[src/rtl/conv_acc_requant_if.sv]
// Bus between the dual-lane conv multiplier, conv_acc_requant and the feature-map writer.
// The master drives the product stream and out_rdy; the slave (the accumulator) drives results.
interface conv_acc_requant_if #(
    parameter int SHIFT_W = 5
);
    logic                mult_vld;
    logic                mult_first;
    logic                mult_last;
    logic signed [15:0]  data_ab;
    logic signed [15:0]  data_db;
    logic [SHIFT_W-1:0]  shift;
    logic                out_vld;
    logic                out_rdy;
    logic signed [7:0]   out_ab;
    logic signed [7:0]   out_db;

    modport master (
        output mult_vld, mult_first, mult_last, data_ab, data_db, shift, out_rdy,
        input  out_vld, out_ab, out_db
    );

    modport slave (
        input  mult_vld, mult_first, mult_last, data_ab, data_db, shift, out_rdy,
        output out_vld, out_ab, out_db
    );
endinterface

[src/rtl/conv_acc_requant.sv]
// Dual-lane window accumulator with round/shift/saturate requant to int8 and a 2-entry output FIFO.
// Optional macro CONV_RELU_EN clamps negative lane results to 0 after saturation.
module conv_acc_requant #(
    parameter int ACC_W   = 32,
    parameter int SHIFT_W = 5
) (
    input  logic               sclk,
    input  logic               s_rst,
    conv_acc_requant_if.slave  bus,
    output logic               ovf_err,
    output logic               seq_err
);

    typedef enum logic {IDLE, ACC} state_t;

    state_t                    state, state_nxt;
    logic                      eff_first;
    logic                      seq_hit;

    logic signed [ACC_W-1:0]   acc_ab, acc_db;
    logic [SHIFT_W-1:0]        sh1;
    logic                      done1;

    logic signed [ACC_W:0]     r_ab, r_db;
    logic                      v2;

    logic signed [7:0]         sat_ab, sat_db;

    logic                      h_v, t_v;
    logic signed [7:0]         h_ab, h_db, t_ab, t_db;
    logic                      push, pop;

    function automatic logic signed [ACC_W-1:0] sext(input logic signed [15:0] p);
        return {{(ACC_W-16){p[15]}}, p};
    endfunction

    function automatic logic signed [ACC_W:0] requant(input logic signed [ACC_W-1:0] a,
                                                      input logic [SHIFT_W-1:0] s);
        logic signed [ACC_W:0] ext;
        logic signed [ACC_W:0] rnd;
        ext = {a[ACC_W-1], a};
        rnd = '0;
        if (s != '0)
            rnd[s - 1'b1] = 1'b1;
        return (ext + rnd) >>> s;
    endfunction

    function automatic logic signed [7:0] saturate(input logic signed [ACC_W:0] r);
        logic signed [7:0] res;
        if (r > (ACC_W+1)'(127))
            res = 8'sd127;
        else if (r < (ACC_W+1)'(-128))
            res = -8'sd128;
        else
            res = r[7:0];
`ifdef CONV_RELU_EN
        if (res[7])
            res = '0;
`endif
        return res;
    endfunction

    always_ff @(posedge sclk) begin
        if (s_rst)
            state <= IDLE;
        else
            state <= state_nxt;
    end

    // A product arriving in IDLE always opens a window, with or without mult_first.
    always_comb begin
        state_nxt = state;
        eff_first = 1'b0;
        seq_hit   = 1'b0;
        if (bus.mult_vld) begin
            eff_first = bus.mult_first || (state == IDLE);
            seq_hit   = (state == IDLE) ? !bus.mult_first : bus.mult_first;
            state_nxt = bus.mult_last ? IDLE : ACC;
        end
    end

    always_ff @(posedge sclk) begin
        if (s_rst) begin
            acc_ab  <= '0;
            acc_db  <= '0;
            sh1     <= '0;
            done1   <= 1'b0;
            seq_err <= 1'b0;
        end else begin
            done1 <= bus.mult_vld && bus.mult_last;
            if (seq_hit)
                seq_err <= 1'b1;
            if (bus.mult_vld) begin
                sh1    <= bus.shift;
                acc_ab <= eff_first ? sext(bus.data_ab) : acc_ab + sext(bus.data_ab);
                acc_db <= eff_first ? sext(bus.data_db) : acc_db + sext(bus.data_db);
            end
        end
    end

    // Shift travels with the closed sum so a following window may use a different one.
    always_ff @(posedge sclk) begin
        if (s_rst) begin
            r_ab <= '0;
            r_db <= '0;
            v2   <= 1'b0;
        end else begin
            v2 <= done1;
            if (done1) begin
                r_ab <= requant(acc_ab, sh1);
                r_db <= requant(acc_db, sh1);
            end
        end
    end

    always_comb begin
        sat_ab = saturate(r_ab);
        sat_db = saturate(r_db);
    end

    assign push = v2;
    assign pop  = h_v && bus.out_rdy;

    // Head register drives the outputs directly; tail only holds the second entry.
    always_ff @(posedge sclk) begin
        if (s_rst) begin
            h_v     <= 1'b0;
            t_v     <= 1'b0;
            h_ab    <= '0;
            h_db    <= '0;
            t_ab    <= '0;
            t_db    <= '0;
            ovf_err <= 1'b0;
        end else if (pop) begin
            if (t_v) begin
                h_ab <= t_ab;
                h_db <= t_db;
                t_v  <= push;
                if (push) begin
                    t_ab <= sat_ab;
                    t_db <= sat_db;
                end
            end else if (push) begin
                h_ab <= sat_ab;
                h_db <= sat_db;
            end else begin
                h_v <= 1'b0;
            end
        end else if (push) begin
            if (!h_v) begin
                h_ab <= sat_ab;
                h_db <= sat_db;
                h_v  <= 1'b1;
            end else if (!t_v) begin
                t_ab <= sat_ab;
                t_db <= sat_db;
                t_v  <= 1'b1;
            end else begin
                ovf_err <= 1'b1;
            end
        end
    end

    assign bus.out_vld = h_v;
    assign bus.out_ab  = h_ab;
    assign bus.out_db  = h_db;

endmodule

[src/flat_wrapper.sv]
// flat-port wrapper written by rule: the top's interface ports become plain ports
module conv_acc_requant_flat 
#(
    parameter int ACC_W   = 32,
    parameter int SHIFT_W = 5
)
  (sclk, s_rst, ovf_err, seq_err, bus_mult_vld, bus_mult_first, bus_mult_last, bus_data_ab, bus_data_db, bus_shift, bus_out_rdy, bus_out_vld, bus_out_ab, bus_out_db);
  conv_acc_requant_if #(.SHIFT_W(SHIFT_W)) bus_i ();
  input  logic sclk;
  input  logic s_rst;
  output logic ovf_err;
  output logic seq_err;
  input wire logic [$bits(bus_i.mult_vld)-1:0] bus_mult_vld;
  input wire logic [$bits(bus_i.mult_first)-1:0] bus_mult_first;
  input wire logic [$bits(bus_i.mult_last)-1:0] bus_mult_last;
  input wire logic [$bits(bus_i.data_ab)-1:0] bus_data_ab;
  input wire logic [$bits(bus_i.data_db)-1:0] bus_data_db;
  input wire logic [$bits(bus_i.shift)-1:0] bus_shift;
  input wire logic [$bits(bus_i.out_rdy)-1:0] bus_out_rdy;
  output wire logic [$bits(bus_i.out_vld)-1:0] bus_out_vld;
  output wire logic [$bits(bus_i.out_ab)-1:0] bus_out_ab;
  output wire logic [$bits(bus_i.out_db)-1:0] bus_out_db;
  assign bus_i.mult_vld = bus_mult_vld;
  assign bus_i.mult_first = bus_mult_first;
  assign bus_i.mult_last = bus_mult_last;
  assign bus_i.data_ab = bus_data_ab;
  assign bus_i.data_db = bus_data_db;
  assign bus_i.shift = bus_shift;
  assign bus_i.out_rdy = bus_out_rdy;
  assign bus_out_vld = bus_i.out_vld;
  assign bus_out_ab = bus_i.out_ab;
  assign bus_out_db = bus_i.out_db;
  conv_acc_requant #(.ACC_W(ACC_W), .SHIFT_W(SHIFT_W)) u_core (.sclk(sclk), .s_rst(s_rst), .bus(bus_i), .ovf_err(ovf_err), .seq_err(seq_err));
endmodule
[config.mk]
export PLATFORM = sky130hd
export DESIGN_NAME = conv_acc_requant_flat
export DESIGN_NICKNAME = d
export VERILOG_FILES = /design/src/rtl/conv_acc_requant_if.sv /design/src/rtl/conv_acc_requant.sv /design/src/flat_wrapper.sv
export SDC_FILE = /design/constraint.sdc
export NUM_CORES = 1
export LEC_CHECK = 0
export CORE_MARGIN = 3
export CORE_UTILIZATION = 35
export DETAILED_ROUTE_END_ITERATION = 6
export SYNTH_ARGS = -nofsm -noshare
export SYNTH_HDL_FRONTEND = slang
export SYNTH_SLANG_ARGS = --single-unit
[constraint.sdc]
create_clock -name sclk -period 5.9 [get_ports sclk]
set_input_delay 0.885 -clock sclk [delete_from_list [all_inputs] [get_ports sclk]]
set_output_delay 0.885 -clock sclk [all_outputs]
set_load 0.005 [all_outputs]
==> results of run 1 <==
[cells in the final DEF, fill, tap and decap left out, types with 11 or more instances in the layout]
cell type          n
a221oi_1          13
nor2b_1           20
xor2_1            37
buf_4             60
nand2b_1          24
o221ai_1          12
nor3_1            80
clkdlybuf4s50_1   59
mux2i_1           86
a21oi_1          213
a221o_1           11
and3_1            24
mux2_2            27
nor2_1           298
nand4_1           25
nor4_1            25
and2_1            19
a211oi_1          81
ha_1             114
a211o_1           16
clkbuf_16         17
nand3_1           52
or3_1             12
a21o_1            73
o21a_1            29
xnor2_1           81
mux4_2            27
o211ai_1          35
o21ai_1           13
inv_1             54
o21bai_1          15
a31oi_1           31
o22ai_1           19
o21ai_0          103
nand2_1          202
dfxtp_1          170
[synthesized netlist by cell type (13+ instances only)]
cell type and n:
a21o_1 73, buf_1 26, inv_1 56, o21ai_0 103
xor2_1 37, nand2_1 202, a221oi_1 13, o22ai_1 19
xnor2_1 81, nor2b_1 20, nor2_1 298, mux4_2 27
nand4_1 25, o21bai_1 15, mux2i_1 86, ha_1 115
nand3_1 52, nor3_1 81, and3_1 24, nand2b_1 24
a211oi_1 81, a21oi_1 213, a211o_1 16, dfxtp_1 174
a31oi_1 31, and2_1 19, nor4_1 25, clkbuf_1 123
o21ai_1 13, o211ai_1 35, o21a_1 29, mux2_2 27
[worst max-delay path: cells and delay by family, from the launching register on]
family / cells / cell delay (ns)
fa+ha+maj: 1 / 0.29
buf+inv: 3 / 0.44
compound gates: 7 / 2.05
flops: 1 / 0.48
mux: 2 / 0.52
simple gates: 5 / 1.60
[stage by stage]
step	area (µm²)	cells
finish	20100	3093
floorplan	18200	2424
detailed placement	19500	3061
global route	20100	3093
CTS	20100	3093
global placement	19500	3061
[cell type report]
cell class / instances / share of cell area [%]
Inverter: 60 / 1.12
Clock buffer: 19 / 2.20
Clock inverter: 13 / 0.635
Sequential cell: 174 / 17.4
Tap cell: 680 / 4.24
Multi-Input combinational cell: 2028 / 69.2
Timing Repair Buffer: 119 / 5.18
[logic make-up (layout without fill, tap and decap cells)]
group	Yosys count	after routing	share of synthesized area, %
AND/OR/NAND/NOR	831	831	21.4
other	1	2	0.0206
buffers and inverters	222	211	4.69
adder cells (fa/ha/maj)	118	118	8.17
flip-flops	174	174	19.1
AO/OA/AOI/OAI	819	819	31.2
XOR/XNOR	118	118	5.67
multiplexers	140	140	9.73
[power by group through the flow]
stage          clock network (mW)  logic [mW]  registers (mW)
2_1_floorplan                   0       0.990            1.31
3_3_place_gp                    0        1.35            1.35
3_5_place_dp                    0        1.37            1.36
4_1_cts                      1.18        1.38            1.33
5_1_grt                      1.22        1.52            1.34
6_report                     1.16        1.41            1.33
[final timing paths]
check             depth (start not counted)                         startpoint                                 to
setup / recovery                         18         u_core.sh1[3]$_SDFFE_PP0P_        u_core.r_db[4]$_SDFFE_PP0P_
hold / removal                            2  u_core.bus.out_db[3]$_SDFFE_PP0P_  u_core.bus.out_db[3]$_SDFFE_PP0P_
setup reg to reg                         18         u_core.sh1[3]$_SDFFE_PP0P_        u_core.r_db[4]$_SDFFE_PP0P_
hold reg to reg                           2  u_core.bus.out_db[3]$_SDFFE_PP0P_  u_core.bus.out_db[3]$_SDFFE_PP0P_
[layer usage]
metal  wire (µm)  part of all wire (%)
met1       30800                    44
met2       30200                    44
met3        5690                   8.2
met4        2660                   3.8
met5           0                     0
[sequential cells by signal (all words and copies together), names as in the netlist]
signal              cells
u_core.acc_ab          32
u_core.acc_db          32
u_core.bus.out_ab       8
u_core.bus.out_db       8
u_core.bus.out_vld      1
u_core.done1            1
u_core.ovf_err          1
u_core.push             1
u_core.r_ab            33
u_core.r_db            33
u_core.seq_err          1
u_core.sh1              5
u_core.state            1
u_core.t_ab             8
u_core.t_db             8
u_core.t_v              1
==> impl_results.md, run 1 <==
- Post-layout util: between 30% and 40%
- Row Count: 83
- Root Driver: clkbuf_16
- EDFF count, synth: 0
- Failing checks: DRC
- Lkg Pwr: 8.09 nW
- Final setup viols: 0
- Worst-Margin Slew: roughly 1.2 ns
- Critical path class: reg -> reg
- Diodes inserted: 0
- Clk pin slew, worst setup/hold paths: approximately 0.08 ns
- FF+latch area: around 3500 µm²
- CP peak stage delay: roughly 0.67 ns
- Yosys reg bits: about 170
- Global Route met2 Usage: between 30% and 40%
- Final setup TNS: 0 ns
- Commonest register cell after synthesis: dfxtp_1
- Effective utilization at floorplan: a little over a third
- Post-CTS setup buffers: 0
- Max FO, Critical Path: 13
- Synth warnings: 0
- Initial DRC Count: approximately 2,300
- PD cells: 194 nW/µm²
- Worst-Skew Late Latency: between 0.4 and 0.5 ns
- Worst Setup End Kind: register
- DRT Wirelength: just under 70,000 µm
- Avg WL per Cell: around 22 µm
- Hold_ws: 0.457 ns
- Share of layout cells above drive strength 1: ~8%
- Max-slew violations: 0
- Status: finished, violations left
- Core area: roughly 50,000 µm²
- Mapped Cells: between 2,000 and 2,500
- Ports: 62
- Aggregate global routing overflow: 0
- Yosys top cell by area: dfxtp_1
- Achievable frequency: 180 MHz
- Worst path cell trace: inv_1 -> buf_4 -> nor2_1 -> nand2_1 -> nor3_1 -> ha_1 -> a21oi_1 -> o21ai_0 -> o21bai_1 -> inv_1 -> or4_1 -> nor3b_1 -> a32o_1 -> a211oi_2 -> a2111o_1 -> mux2i_1 -> mux2i_1 -> o221ai_1
- Max Buffers Root-to-Sink: 2
- Post-synth cell types: 102
- Worst setup margin: 0.343 ns
- Comb power frac: 36.1%
- Post-route ant nets: 0
- Ranking of synthesized cells by area: dfxtp_1 19%, ha_1 7.9%, nor2_1 6.1%, a21oi_1 5.8%, mux2i_1 4.7%
- Max Cap Viol: 0
- R2R setup slack: roughly 0.34 ns
- Switch share: ~39%
- Initial antenna violation count: 0
- Met3 Use GR: under 10%
- M1 GR Usage: approximately a third
- HP Class: reg -> reg
- Pint: around 2.4 mW
- Clock share of power: 29.7%
- Synth Cell Area: about 18,000 µm²
- CTS sink count: ~170
- Pwr Total: between 3 and 4 mW
- Area share of the leading cell type in the synthesized netlist: between 10% and 20%
- Total CTS buffers: 17
- Gpl congestion: ~1
- Fillers: between 5,000 and 6,000
- Vias per inst: 6.26
- Final Hold Fails: 0
- CP arrival: slightly below 6 ns
- Vias in the first global route: between 15,000 and 20,000
- Req. time, crit path: 6.22 ns
- DP Wirelength: around 54,000 µm
- Slowest-stage cell, CP: a211oi_2
- Psw: around 1.5 mW
- RSZ-0062 raised after global routing: no
- Die Y: 234 µm
- Port bufs: 61
- Pre-CTS setup slack: 0.533 ns
- DR vias: about 19,000
- Register area share after synthesis: 19.1%
- Worst Skew: 0.0208 ns
- First-pass GRT wire length: around 110,000 µm
- Fraction of power consumed by sequential logic: 34.2%
- Critical Path Source Type: register
- Nets: 2,560
- Post-synthesis async set-or-reset flop share: 0%
- Die span in x: 234 µm
- PostCTS Resize Cnt: 0
- Max VDD drop: 0.206 mV
- Period utilization: 94.2%
- Gr usage total: about a quarter
- Drt first pass iters: 7
- Area of the multi-input gates: 13,900 µm²
- CTS tree: yes
- Hold-fix buffers, CTS: 0
- Final min period: 5.56 ns
- Synth-to-Final Area Change: 10.2%
- Largest net degree at the start of global routing: between 70 and 80
- Syn_area_per_cell: between 7 and 8 µm²
- GRT busiest layer: met2
- # H-tree levels: 4
- Die Footprint: between 50,000 and 60,000 µm²
- Max_slew headroom: between 20% and 30%
- DRC viols: 2
Power figures use the tool's default switching activity.
==> run 2, diff against run 1 <==
Settings changed: PLACE_DENSITY set to 0.6.
==> results of run 2 <==
Same layout as run 1: the final DEF is identical, and so are final timing and power.
==> run 3, diff against run 2 <==
Settings changed: SETUP_SLACK_MARGIN set to 0.2.
==> run 3 against run 2 <==
  * The flow now finishes without violations
  * Sequential share of layout area barely moved
  * Flip-flop and latch count unchanged
  * Maximum frequency is 3.3% higher
  * Hold slack hardly changed
  * Sequential power about the same
  * Clock power about the same
  * Critical endpoint is now u_core.r_db[2]$_SDFFE_PP0P_
  * Largest cell class unchanged
  * Highest routed layer unchanged
==> impl_results.md, run 3 (synthesized netlist as in run 1, its figures left out) <==
- Vias per inst: roughly 6.3
- Root Driver: clkbuf_16
- RR Endpoint: u_core.r_db[2]$_SDFFE_PP0P_
- Worst-Margin Slew: roughly 1.1 ns
- CP Launch Point: u_core.sh1[0]$_SDFFE_PP0P_
- Post-route ant nets: 0
- Aggregate global routing overflow: 0
- Max VDD drop: between 0.2 and 0.25 mV
- Max FO, Critical Path: 34
- Lkg Pwr: 8.09 nW
- RSZ-0062 raised after global routing: no
- Initial antenna violation count: 0
- Most common cell after layout, fill and taps aside: nor2_1
- # H-tree levels: 4
- Die Y: ~230 µm
- Largest net degree at the start of global routing: between 70 and 80
- Worst R2R Start: u_core.sh1[0]$_SDFFE_PP0P_
- CP dominant cell by count: nor2_1
- PD cells: slightly below 200 nW/µm²
- Final min period: between 5 and 6 ns
- Effective utilization at floorplan: about 35%
- Worst-Skew Late Latency: approximately 0.48 ns
- CTS tree: yes
- Max-slew violations: 0
- Final design instance area without fill: between 20,000 and 25,000 µm²
- Gpl congestion: between 1 and 1.5
- Critical path class: reg -> reg
- Max Cap Viol: 0
- Max Buffers Root-to-Sink: 2
- Worst Skew: 0.0211 ns
- Psw: 1.51 mW
- Vias in the first global route: about 18,000
- R2R setup slack: 0.52 ns
- Total CTS buffers: 17
- Worst Setup End Kind: register
- Gr usage total: roughly a quarter
- Port bufs: 61
- Core area: roughly 51,000 µm²
- Clock share of power: 29.6%
- CP arrival: 5.76 ns
- Achievable frequency: approximately 190 MHz
- Most frequent cells in the layout: 298 x nor2_1, 213 x a21oi_1, 202 x nand2_1
- Period utilization: roughly nine tenths
- DR vias: slightly below 20,000
- Clk pin slew, worst setup/hold paths: ~0.07 ns
- CP peak stage delay: 0.60 ns
- Die span in x: about 230 µm
- Row Count: 83
- Comb power frac: around 36%
- Largest regs: u_core.r_ab (33), u_core.r_db (33)
- Ports: 62
- Final Hold Fails: 0
- Die Footprint: between 50,000 and 60,000 µm²
- Avg WL per Cell: about 22 µm
- Diodes inserted: 0
- CTS sink count: around 170
- Dpl cell area: slightly below 20,000 µm²
- Switch share: between 30 and 40%
- Final setup viols: 0
- Synth-to-Final Area Change: 10.3%
- Drt first pass iters: 6
- Post-CTS setup buffers: 0
- Critical Path Source Type: register
- Worst path cell trace: buf_4 -> inv_2 -> nand2_1 -> nor2_1 -> ha_1 -> a21oi_1 -> o21bai_1 -> a21o_1 -> nand3_1 -> a32oi_1 -> mux2_2 -> nor3_1 -> nor2_1 -> a2111o_1 -> mux4_2 -> o221ai_1
- Req. time, crit path: approximately 6.3 ns
- DP Wirelength: around 54,000 µm
- Slowest-stage cell, CP: ha_1
- Worst Setup EP: u_core.r_db[2]$_SDFFE_PP0P_
- Initial DRC Count: about 2,200
- Status: complete, no violations
- HP Class: reg -> reg
- Final setup TNS: 0 ns
- First-pass GRT wire length: 106,000 µm
- Max_slew headroom: approximately 22%
- Share of layout cells above drive strength 1: under 10%
- Fraction of power consumed by sequential logic: 34.2%
- Pint: between 2 and 2.5 mW
- Nets: 2,560
- DRC viols: 0
- R2R depth: 16
- DRT Wirelength: around 69,000 µm
-- run 3: cell counts in the layout (fill, tap and decap cells not counted) --
No cell type changed its count.
-- run 3: worst min-delay path by stage --
stage | to | depth (start not counted) | start
floorplan | u_core.r_ab[3]$_SDFFE_PP0P_ | 2 | u_core.r_ab[3]$_SDFFE_PP0P_
CTS | u_core.bus.out_db[1]$_SDFFE_PP0P_ | 2 | u_core.bus.out_db[1]$_SDFFE_PP0P_
detailed placement | u_core.bus.out_db[1]$_SDFFE_PP0P_ | 2 | u_core.bus.out_db[1]$_SDFFE_PP0P_
global placement | u_core.bus.out_db[6]$_SDFFE_PP0P_ | 2 | u_core.bus.out_db[6]$_SDFFE_PP0P_
global route | u_core.bus.out_db[4]$_SDFFE_PP0P_ | 2 | u_core.bus.out_db[4]$_SDFFE_PP0P_
finish | u_core.bus.out_db[3]$_SDFFE_PP0P_ | 2 | u_core.bus.out_db[3]$_SDFFE_PP0P_
-- run 3: timing repair --
item / in CTS / in global routing
endpoints found under the setup margin: 0 / 3
hold buffers: 0 / 0
resized for setup: 0 / 2
-- run 3: worst max-delay path: cells and delay by family (launching register included) --
kind | cells | cell delay (ns)
simple gates | 5 | 1.18
compound gates | 6 | 1.68
buf+inv | 2 | 0.45
flops | 1 | 0.41
fa+ha+maj | 1 | 0.60
mux | 2 | 0.97
-- run 3: final cells by class --
type | instances | area (µm²)
Clock inverter | 13 | 128
Multi-Input combinational cell | 2028 | 13900
Inverter | 60 | 225
Sequential cell | 174 | 3490
Tap cell | 680 | 851
Timing Repair Buffer | 119 | 1040
Clock buffer | 19 | 443
Fill cell | 5284 | 31300
-- run 3: stage by stage --
| step | instances | power [mW] | worst slack (ns) | utilization, % | hold WS [ns] |
|---|---|---|---|---|---|
| after detailed placement | 3061 | 2.72 | 0.533 | 38.0 | 0.449 |
| after global placement | 3061 | 2.70 | 0.521 | 38.0 | 0.443 |
| after floorplan | 2424 | 2.30 | 0.230 | - | 0.426 |
| after global routing | 3093 | 4.09 | 0.220 | 39.1 | 0.485 |
| after CTS | 3093 | 3.89 | 0.507 | 39.1 | 0.460 |
| final | 3093 | 3.89 | 0.519 | 39.1 | 0.457 |
-- run 3: power by group through the flow --
stage / sequential (mW) / combinational [mW] / clock, mW
final: 1.33 / 1.41 / 1.15
after global routing: 1.34 / 1.53 / 1.22
after CTS: 1.33 / 1.38 / 1.18
after detailed placement: 1.36 / 1.37 / 0
after global placement: 1.35 / 1.35 / 0
after floorplan: 1.31 / 0.990 / 0
-- run 3: routing by layer --
metal	wire length [µm]	track usage (%)	vias to the layer above
li1	-	-	9093
met1	31000	34.8	9239
met2	30200	37.7	927
met3	5520	4.22	149
met4	2640	10.5	0
met5	0	0	-
